===== src/rtl/seg_pkg.sv =====
`default_nettype none
// ============================================================================
// Module   : seg_pkg
// Purpose  : Shared 7-segment glyph constants (gfedcba, active-high),
//            error-code encodings and frame FSM state type.
// Revision : 1.0  initial release
// ============================================================================
package seg_pkg;

  // Glyph patterns, bit0 = a ... bit6 = g, segment lit = 1
  localparam logic [6:0] SEG_0     = 7'h3F;
  localparam logic [6:0] SEG_1     = 7'h06;
  localparam logic [6:0] SEG_2     = 7'h5B;
  localparam logic [6:0] SEG_3     = 7'h4F;
  localparam logic [6:0] SEG_4     = 7'h66;
  localparam logic [6:0] SEG_5     = 7'h6D;
  localparam logic [6:0] SEG_6     = 7'h7D;
  localparam logic [6:0] SEG_7     = 7'h07;
  localparam logic [6:0] SEG_8     = 7'h7F;
  localparam logic [6:0] SEG_9     = 7'h6F;
  localparam logic [6:0] SEG_A     = 7'h77;
  localparam logic [6:0] SEG_B     = 7'h7C;
  localparam logic [6:0] SEG_C     = 7'h39;
  localparam logic [6:0] SEG_D     = 7'h5E;
  localparam logic [6:0] SEG_E     = 7'h79;
  localparam logic [6:0] SEG_F     = 7'h71;
  localparam logic [6:0] SEG_BLANK = 7'h00;

  // Sticky error bits
  localparam logic [1:0] ERR_NONE     = 2'b00;
  localparam logic [1:0] ERR_GLYPH    = 2'b01;
  localparam logic [1:0] ERR_MULTI_AN = 2'b10;

  // Frame tracking states
  typedef enum logic [0:0] {
    ST_SCAN = 1'b0,
    ST_DONE = 1'b1
  } frame_state_e;

endpackage : seg_pkg
`default_nettype wire


===== src/rtl/seg7_glyph_decode.sv =====
`default_nettype none
// ============================================================================
// Module   : seg7_glyph_decode
// Purpose  : Combinational decode of an active-high gfedcba pattern into a
//            hex value, flagging blank and unrecognised patterns.
// Revision : 1.0  initial release
// ============================================================================
module seg7_glyph_decode
  import seg_pkg::*;
(
  input  logic [6:0] seg_i,
  output logic       is_hex_o,
  output logic       is_blank_o,
  output logic [3:0] value_o
);

  // Pattern lookup; anything not in the table is neither hex nor blank
  always_comb begin
    is_hex_o   = 1'b1;
    is_blank_o = 1'b0;
    value_o    = 4'h0;
    case (seg_i)
      SEG_0:     value_o = 4'h0;
      SEG_1:     value_o = 4'h1;
      SEG_2:     value_o = 4'h2;
      SEG_3:     value_o = 4'h3;
      SEG_4:     value_o = 4'h4;
      SEG_5:     value_o = 4'h5;
      SEG_6:     value_o = 4'h6;
      SEG_7:     value_o = 4'h7;
      SEG_8:     value_o = 4'h8;
      SEG_9:     value_o = 4'h9;
      SEG_A:     value_o = 4'hA;
      SEG_B:     value_o = 4'hB;
      SEG_C:     value_o = 4'hC;
      SEG_D:     value_o = 4'hD;
      SEG_E:     value_o = 4'hE;
      SEG_F:     value_o = 4'hF;
      SEG_BLANK: begin
        is_hex_o   = 1'b0;
        is_blank_o = 1'b1;
      end
      default:   is_hex_o = 1'b0;
    endcase
  end

endmodule : seg7_glyph_decode
`default_nettype wire


===== src/rtl/seg_scan_capture.sv =====
`default_nettype none
// ============================================================================
// Module   : seg_scan_capture
// Purpose  : Readback receiver for a multiplexed 7-segment bus. Filters
//            ghosting with a dwell counter, decodes committed glyphs and
//            pulses frame_valid_o once every digit has been captured.
// Revision : 1.0  initial release
// ============================================================================
module seg_scan_capture
  import seg_pkg::*;
#(
  parameter int NUM_DIGITS     = 4,
  parameter int STABLE_CYCLES  = 16,
  parameter bit SEG_ACTIVE_LOW = 1'b1,
  parameter bit AN_ACTIVE_LOW  = 1'b1
) (
  input  logic                    clk,
  input  logic                    rst_n,
  input  logic [6:0]              seg_in,
  input  logic [NUM_DIGITS-1:0]   an_in,
  input  logic                    clr_err_i,
  output logic [4*NUM_DIGITS-1:0] digits_o,
  output logic [NUM_DIGITS-1:0]   digit_valid_o,
  output logic                    frame_valid_o,
  output logic                    error_o,
  output logic [1:0]              err_code_o
);

  localparam int CNT_W = $clog2(STABLE_CYCLES + 1);
  localparam int SEL_W = (NUM_DIGITS > 1) ? $clog2(NUM_DIGITS) : 1;
  localparam logic [CNT_W-1:0]      CNT_MAX = CNT_W'(STABLE_CYCLES);
  localparam logic [CNT_W-1:0]      CNT_ONE = CNT_W'(1);
  localparam logic [NUM_DIGITS-1:0] AN_LSB  = NUM_DIGITS'(1);

  // Samples are held already normalised to active-high, so the reset value
  // of zero reads as "no anode, no segment" instead of "all anodes on".
  logic [6:0]              s_seg_q;
  logic [NUM_DIGITS-1:0]   s_an_q;
  logic [6:0]              prev_seg_q;
  logic [SEL_W-1:0]        prev_sel_q;
  logic [CNT_W-1:0]        cnt_q, cnt_d;
  logic [4*NUM_DIGITS-1:0] digits_q, digits_d;
  logic [NUM_DIGITS-1:0]   valid_q, valid_d;
  logic [NUM_DIGITS-1:0]   seen_q, seen_d, hit;
  logic [1:0]              err_q, err_d;
  frame_state_e            state_q, state_d;

  logic [SEL_W-1:0] sel;
  logic             an_one, an_multi, same, commit;
  logic             is_hex, is_blank;
  logic [3:0]       value;

  seg7_glyph_decode u_glyph (
    .seg_i      (s_seg_q),
    .is_hex_o   (is_hex),
    .is_blank_o (is_blank),
    .value_o    (value)
  );

  // Input sampling register with polarity normalisation
  always_ff @(posedge clk or negedge rst_n) begin
    if (!rst_n) begin
      s_seg_q <= '0;
      s_an_q  <= '0;
    end else begin
      s_seg_q <= SEG_ACTIVE_LOW ? ~seg_in : seg_in;
      s_an_q  <= AN_ACTIVE_LOW  ? ~an_in  : an_in;
    end
  end

  // Anode classification: one-hot, blanking (none) or overlap (several)
  always_comb begin
    an_one   = (s_an_q != '0) && ((s_an_q & (s_an_q - AN_LSB)) == '0);
    an_multi = (s_an_q != '0) && !an_one;
    sel      = '0;
    for (int i = 0; i < NUM_DIGITS; i++) begin
      if (s_an_q[i]) sel = SEL_W'(i);
    end
  end

  // Dwell counter: restart on any change, saturate at the threshold; a commit
  // fires only on the cycle the threshold is first reached
  always_comb begin
    same  = (sel == prev_sel_q) && (s_seg_q == prev_seg_q);
    cnt_d = '0;
    if (an_one) begin
      if (!same)                 cnt_d = CNT_ONE;
      else if (cnt_q != CNT_MAX) cnt_d = cnt_q + CNT_ONE;
      else                       cnt_d = cnt_q;
    end
    commit = an_one && (cnt_d == CNT_MAX) && (cnt_q != CNT_MAX);
  end

  // Commit actions, frame tracking and sticky error next-state
  always_comb begin
    digits_d = digits_q;
    valid_d  = valid_q;
    hit      = '0;
    for (int i = 0; i < NUM_DIGITS; i++) begin
      if (commit && (sel == SEL_W'(i))) begin
        if (is_hex) begin
          digits_d[4*i +: 4] = value;
          valid_d[i]         = 1'b1;
          hit[i]             = 1'b1;
        end else if (is_blank) begin
          digits_d[4*i +: 4] = 4'h0;
          valid_d[i]         = 1'b0;
          hit[i]             = 1'b1;
        end
      end
    end

    seen_d  = seen_q;
    state_d = state_q;
    case (state_q)
      ST_SCAN: begin
        seen_d = seen_q | hit;
        if (&seen_q) state_d = ST_DONE;
      end
      ST_DONE: begin
        // Clear the frame, but keep a commit landing in this very cycle
        seen_d  = hit;
        state_d = ST_SCAN;
      end
      default: begin
        seen_d  = '0;
        state_d = ST_SCAN;
      end
    endcase

    // A new error in the same cycle as a clear takes precedence
    err_d = clr_err_i ? ERR_NONE : err_q;
    if (an_multi)                       err_d = err_d | ERR_MULTI_AN;
    if (commit && !is_hex && !is_blank) err_d = err_d | ERR_GLYPH;
  end

  // State registers
  always_ff @(posedge clk or negedge rst_n) begin
    if (!rst_n) begin
      prev_seg_q <= '0;
      prev_sel_q <= '0;
      cnt_q      <= '0;
      digits_q   <= '0;
      valid_q    <= '0;
      seen_q     <= '0;
      err_q      <= ERR_NONE;
      state_q    <= ST_SCAN;
    end else begin
      if (an_one) begin
        prev_seg_q <= s_seg_q;
        prev_sel_q <= sel;
      end
      cnt_q    <= cnt_d;
      digits_q <= digits_d;
      valid_q  <= valid_d;
      seen_q   <= seen_d;
      err_q    <= err_d;
      state_q  <= state_d;
    end
  end

  assign digits_o      = digits_q;
  assign digit_valid_o = valid_q;
  assign frame_valid_o = (state_q == ST_DONE);
  assign err_code_o    = err_q;
  assign error_o       = |err_q;

endmodule : seg_scan_capture
`default_nettype wire


===== config.mk =====
export PLATFORM = sky130hd
export DESIGN_NAME = seg_scan_capture
export DESIGN_NICKNAME = d
export VERILOG_FILES = /design/src/rtl/seg_pkg.sv /design/src/rtl/seg7_glyph_decode.sv /design/src/rtl/seg_scan_capture.sv
export SDC_FILE = /design/constraint.sdc
export NUM_CORES = 1
export LEC_CHECK = 0
export ABC_AREA = 1
export CORE_MARGIN = 1
export CORE_UTILIZATION = 53
export CTS_BUF_LIST = sky130_fd_sc_hd__clkbuf_8
export DETAILED_ROUTE_END_ITERATION = 8
export PLACE_DENSITY = 0.77
export SYNTH_ARGS = -nofsm -noshare
export SYNTH_HDL_FRONTEND = slang
export SYNTH_HIERARCHICAL = 1
export SYNTH_SLANG_ARGS = --single-unit

===== constraint.sdc =====
create_clock -name clk -period 4.4 [get_ports clk]
set_input_delay 0.44 -clock clk [delete_from_list [all_inputs] [get_ports clk]]
set_output_delay 0.44 -clock clk [all_outputs]
set_load 0.05 [all_outputs]

**Word level (Yosys, flattened, before mapping)**

Index checks and enable logic that the tools add are counted.
Widths: inputs -> output; s select.

- Register bits after elaboration: 52
- Input port bits: 14
- Output and inout port bits: 24
- Logic and storage cells: 97

- Add/sub/neg operators: 2
- Equal/unequal tests: 23
- Muxes and demuxes: 25
- Bitwise operators: 5
- Reduce and logical (&&, ||, !) cells: 26

Operator list:

| operator | number |
|---|---|
| $eq 7x7->1 const B | 12 |
| $pmux 4 s15 | 1 |
| $reduce_or 16->1 | 1 |
| $mux 5 | 3 |
| $eq 7x3->1 const B | 2 |
| $eq 7x6->1 const B | 2 |
| $mux 1 | 13 |
| $logic_and 1x1->1 | 11 |
| $mux 2 | 4 |
| $mux 4 | 2 |
| $pmux 4 s2 | 1 |
| $reduce_and 2->1 | 4 |
| $eq 7x7->1 | 1 |
| $logic_not 7->1 | 1 |
| $not 7->7 | 1 |
| $add 5x1->5 const B | 1 |
| $eq 5x5->1 const B | 1 |
| $ne 5x5->1 const B | 1 |
| $and 4x4->4 | 1 |
| $eq 2x2->1 const B | 2 |
| $logic_not 4->1 | 1 |
| $not 4->4 | 1 |
| $or 4x4->4 | 1 |
| $reduce_and 4->1 | 1 |
| other kinds (10) | 12 |

**Logic depth before layout (Yosys ltp)**

- Depth after elaboration: 14
- Gate-level depth with buffers: 15
- Gate-level depth less buffers: 14

**Cells and area by module**

Netlist, hierarchy kept.

By module, submodules not included:

| module | instances | cells an instance | area an instance (µm²) | sequential area each (µm²) |
|---|---|---|---|---|
| seg_scan_capture | 1 | 289 | 2374.8 | 1301.2 |
| seg7_glyph_decode | 1 | 99 | 414.1 | 0.0 |

**Least setup slack after synthesis**

No wires, ideal clock.

- Path kind: flip-flop to flip-flop
- From: register s_seg_q[3]
- To: register valid_q[0], in the netlist digit_valid_o[0]
- Library setup time: 119 ps
- Arrival time: 1975 ps
- Required time: 4281 ps
- Path slack: 2305 ps
- Cell stages (with the launch flop): 15
- Path buffers: 1
- Clock period less this slack: 2095 ps
- Cells stage by stage: dfrtp_1 inv_1 nor2_1 nand2_1 nor2_1 nor2_1 nand2_1 nor2_1 nand2_1 buf_2 nor2_1 nor3_1 nand3_2 nand2_1 nand2_1

- Elaborated cells on any way between the ends: 31
- Classes of those cells: eq/ne: 18; mux: 5; reduce/logical: 8

RTL lines:

| what | RTL line | source |
|---|---|---|
| from (decl) | seg_scan_capture.sv:37 | `logic [6:0] s_seg_q;` |
| from (signal assigned) | seg_scan_capture.sv:66 | `s_seg_q <= SEG_ACTIVE_LOW ? ~seg_in : seg_in;` |
| $eq 7x6->1, or another cell as far along | seg7_glyph_decode.sv:22 | `case (seg_i)` |
| $reduce_or 16->1 (no source line) * | - |  |
| $mux 1 * | seg7_glyph_decode.sv:22 |  |
| via is_hex | seg_scan_capture.sv:50 | `logic is_hex, is_blank;` |
| $reduce_bool 2->1 (no source line) | - |  |
| $reduce_and 2->1 (no source line) | - |  |
| to (signal assigned) | seg_scan_capture.sv:155 | `valid_q <= valid_d;` |
| to (decl) | seg_scan_capture.sv:43 | `logic [NUM_DIGITS-1:0] valid_q, valid_d;` |

Mark *: on every way through the listed nets, which the timed path passes. The rest lies on a longest branch.
A chain may end at the register's enable or synchronous reset.

**Final worst setup path**

- From: register s_an_q[2]
- To: register digits_q[6], in the netlist digits_o[6]

- Word-level cells in the longest chain between the ends: 11
- Elaborated cells on any way between the ends: 17
- Classes of those cells: add/sub: 1; eq/ne: 3; mux: 4; bitwise: 1; reduce/logical: 8

RTL lines:

| what | RTL line | source |
|---|---|---|
| from (decl) | seg_scan_capture.sv:38 | `logic [NUM_DIGITS-1:0] s_an_q;` |
| from (signal assigned) | seg_scan_capture.sv:67 | `s_an_q <= AN_ACTIVE_LOW ? ~an_in : an_in;` |
| parallel branches: the longest is 9 deep, another holds $sub 4x1->4 | - |  |
| $logic_and 1x1->1 * | seg_scan_capture.sv:100 | `if (commit && (sel == SEL_W'(i))) begin` |
| $reduce_and 2->1 (no source line) * | - |  |
| to (signal assigned) | seg_scan_capture.sv:154 | `digits_q <= digits_d;` |
| to (decl) | seg_scan_capture.sv:42 | `logic [4*NUM_DIGITS-1:0] digits_q, digits_d;` |

Every way passes the cells marked *.

==> flow_results.org <==
** Status
- Result of the run :: completed

** Global routing
- Total grt overflow :: 0
- Pin count of the biggest net entering global routing :: 53
- Antenna violations before repair :: 0
- GRT Total Usage :: 0.228
- Vias in the first global route :: 2221
- The first global-routing pass estimated 9660 um of wire.

** Timing
- Worst slew pin tran :: 0.684 ns
- Hold Violations, Final :: 0
- The final-report max-slew violation count is 0.
- The worst path meets setup with 1.69 ns of slack.
- Relative slew margins :: 0.541
- Derived from the worst setup path, the maximum achievable clock frequency is 0.369 GHz.
- For the final routed database, the setup TNS stands at 0 ns.
- Setup repair after global routing missed its margin :: no
- The clock period could shrink to 2.71 ns.
- Final setup violation count :: 0
- Crit share post-route :: 0.616
- On the final layout, the worst hold slack is 0.236 ns.
- Worst clock skew on the final layout :: 0.0103 ns

** Synth
- Register bit count reported by yosys :: 52
- The number of nets handed over by synthesis was 404.
- The Yosys step of the flow raised 6 warnings.
- The mapped netlist covers 2790 um2.
- Mean cell area of the mapped netlist :: 7.19 um2
- Of the synthesized area, sequential elements account for 0.467.
- Mapped Cells :: 388
- Of the post-synthesis cell area, the dominant cell type holds 0.467.
- Ranked by total cell area, the synthesized netlist is headed by sky130_fd_sc_hd__dfrtp_1 47%, sky130_fd_sc_hd__nand2_1 17%, sky130_fd_sc_hd__inv_1 8.3%.
- Summed over all instances, the cell type with the most area after synthesis is sky130_fd_sc_hd__dfrtp_1.
- Synth unique cells :: 22

** Finish
- Final std cells w/o fill :: 497
- Filler Cells Inserted :: 482
- 0 antenna diodes ended up in the layout.
- The net count of the finished layout is 442.
- In the final layout, the share of cells above drive strength 1 is 0.0562.
- The multi-input combinational cells in the finished layout cover a total of 1190 um2.
- Area delta synth->final :: 18.0%
- The sequential cells in the finished layout cover a total of 1300 um2.

** Die
- The die covers 5560 um2.
- Die span in y :: 74.5 um
- Top-Level Pins :: 38
- Horizontal extent of the die :: 74.5 um
- Core Rows :: 26
- Placeable core region :: 5070 um2
- Initial Util :: 0.550

** Critical path
- For the worst setup path, the data required time is 4.60 ns.
- The slowest stage of the critical path belongs to the cell sky130_fd_sc_hd__nor2_4.
- Cell repeated most along the worst path :: sky130_fd_sc_hd__nand2_1
- STA classifies the critical path startpoint as a flop.
- For this run, the slowest stage of the critical path takes 0.45 ns.
- Arrival time of data at the critical path endpoint :: 2.91 ns
- Crit path capture type :: flop
- The signal on the critical path passes through nor2_2 > nand2_1 > nand2_1 > inv_1 > a21boi_0 > nand2_1 > nor2_4 > nand3_1 > nand2_1 > nand2_1.
- Critical path fanouts, max :: 25
- Type of the worst setup path :: flop to flop

** Power and ir drop
- The share of total power dissipated in the clock network is 0.304.
- Of the total power, combinational logic draws 0.132.
- Switching fraction of total power :: 0.288
- The share of total power dissipated in sequential elements is 0.564.
- The analysis attributes to net switching a power of 0.000265 W.
- The internal portion of the total power is 0.000655 W.
- Maximum vdd ir drop :: 0.158 mV
- Power per standard cell area :: 280 nW/um2
- Total Power Consumption :: 0.000920 W
- In this run the static leakage power is 1.75 nW.

** Route
- Dividing the detail-routed wire length by the instance count gives 11.7 um.
- Across all layers, the routed design uses 2535 vias.
- The first detailed-routing pass ran for 5 iterations.
- Detailed-route DRC error count :: 0
- Final antenna-violating net count :: 0
- The routed design has 5830 um of wire.
- Post-detailed-route via-to-cell ratio :: 5.10
- DRC violation total after the first TritonRoute iteration :: 206

** Placement
- Pre-CTS worst setup slack :: 1.72 ns
- Quantity of I/O buffers inserted on ports :: 37
- Post-DP HPWL :: 4340 um
- Routability-driven placement finished with a final weighted congestion of 1.05.
- Cell count after placement :: 489

** Clocking
- Num CTS Buffers :: 5
- The root buffer cell chosen for the clock tree is sky130_fd_sc_hd__clkbuf_8.
- Gates resized during post-CTS repair numbered 0.
- Post-CTS setup buffer count :: 0
- After clock tree synthesis, the clock-pin slew on the worst setup and hold paths is 0.09 ns.
- After clock tree synthesis, the flow added hold-fix buffers numbering 0.
- Clock tree sinks :: 52
- TritonCTS built the clock tree.
- Counting along the longest clock path gives a buffer depth of 2.
- The H-tree generated during clock tree synthesis spans 2 levels.
- Worst-skew pair later-pin latency :: 0.31 ns

** Min path
- Class of the worst hold path :: primary input to async pin

** Flow run
- Max-cap violations in this run came to 0.
[cell usage after synthesis]
master                     count
sky130_fd_sc_hd__inv_2         2
sky130_fd_sc_hd__nand3_2       2
sky130_fd_sc_hd__nand4_1      20
sky130_fd_sc_hd__nor2_2        5
sky130_fd_sc_hd__xnor2_1       2
sky130_fd_sc_hd__a21oi_1       1
sky130_fd_sc_hd__o21ai_0      17
sky130_fd_sc_hd__nand3_1      23
sky130_fd_sc_hd__nand2_1     126
sky130_fd_sc_hd__xor2_1        2
sky130_fd_sc_hd__dfrtp_1      52
sky130_fd_sc_hd__a21boi_0      1
sky130_fd_sc_hd__clkbuf_1      1
sky130_fd_sc_hd__buf_2         3
sky130_fd_sc_hd__o21ai_1       1
sky130_fd_sc_hd__nand2_2       3
sky130_fd_sc_hd__ha_1          2
sky130_fd_sc_hd__nor2_4        2
sky130_fd_sc_hd__buf_6         3
sky130_fd_sc_hd__nor2_1       51
sky130_fd_sc_hd__nor3_1        7
sky130_fd_sc_hd__inv_1        62
[cells by family after synthesis]
group / after synthesis / synth area share
AND/OR/NAND/NOR: 239 / 0.370
AO/OA/AOI/OAI: 20 / 0.0368
adder cells (fa/ha/maj): 2 / 0.00897
flip-flops: 52 / 0.467
XOR/XNOR: 4 / 0.0126
buffers and inverters: 71 / 0.105
[stage by stage]
step                cell area, um2   util
global route                  3290  0.648
finish                        3290  0.648
global placement              3200  0.630
floorplan                     2790      -
CTS                           3290  0.648
detailed placement            3200  0.630
[worst max-delay path: cells and delay by family, from the launching register on]
| family | cells | cell delay [ns] |
|---|---|---|
| buf+inv | 1 | 0.23 |
| flops | 1 | 0.44 |
| simple gates | 8 | 1.72 |
| compound gates | 1 | 0.21 |
[path summary, 6_finish.rpt]
check,from,to,slack (ns),depth (start not counted)
worst max-delay path,s_an_q[2],digits_o[6],1.69,10
worst min-delay path,rst_n,cnt_q[3],0.24,2
worst max register to register,s_an_q[2],digits_o[6],1.69,10
worst min register to register,digits_o[5],digits_o[5],0.48,2
max in group asynchronous,rst_n,cnt_q[0],3.74,2
min in group clk,digits_o[5],digits_o[5],0.48,2
[power by group through the flow]
stage          Sequential (W)  Combinational, W  Clock (W)
4_1_cts              0.000518          0.000122   0.000288
3_3_place_gp         0.000527          0.000118          0
5_1_grt              0.000522          0.000141   0.000310
6_report             0.000519          0.000121   0.000280
2_1_floorplan        0.000525         0.0000825          0
3_5_place_dp         0.000527          0.000122          0
[sequential cells by signal, indices dropped and copies added (netlist names)]
signal and count:
digits_o 16, prev_seg_q 7, s_seg_q 7, cnt_q 5
digit_valid_o 4, s_an_q 4, seen_q 4, err_code_o 2
prev_sel_q 2, frame_valid_o 1
[metal layers]
metal	part of all wire	vias up	track usage
li1	-	1275	-
met1	0.45	1145	0.313
met2	0.47	107	0.361
met3	0.068	8	0.0474
met4	0.0096	0	0.0776
met5	0	-	0
[cell usage in the layout, fill, tap and decap left out, types with 2 or more instances in the layout]
| cell type | instances |
|---|---|
| sky130_fd_sc_hd__inv_6 | 2 |
| sky130_fd_sc_hd__nor2_1 | 51 |
| sky130_fd_sc_hd__nand2_1 | 126 |
| sky130_fd_sc_hd__nand2_2 | 3 |
| sky130_fd_sc_hd__xor2_1 | 2 |
| sky130_fd_sc_hd__dfrtp_1 | 52 |
| sky130_fd_sc_hd__clkdlybuf4s50_1 | 36 |
| sky130_fd_sc_hd__ha_1 | 2 |
| sky130_fd_sc_hd__nand3_2 | 2 |
| sky130_fd_sc_hd__nor2_4 | 2 |
| sky130_fd_sc_hd__xnor2_1 | 2 |
| sky130_fd_sc_hd__inv_1 | 62 |
| sky130_fd_sc_hd__nand4_1 | 20 |
| sky130_fd_sc_hd__o21ai_0 | 17 |
| sky130_fd_sc_hd__nor2_2 | 5 |
| sky130_fd_sc_hd__clkbuf_8 | 5 |
| sky130_fd_sc_hd__nor3_1 | 7 |
| sky130_fd_sc_hd__inv_2 | 2 |
| sky130_fd_sc_hd__nand3_1 | 23 |
[final cells by class]
class | instances | share of cell area
clock buffer | 5 | 0.0209
clock inverter | 3 | 0.00760
timing repair buffer | 38 | 0.113
multi-input combinational | 265 | 0.363
tap | 70 | 0.0266
sequential | 52 | 0.395
inverter | 64 | 0.0730
Note: power is estimated with default switching activity, not from simulation.
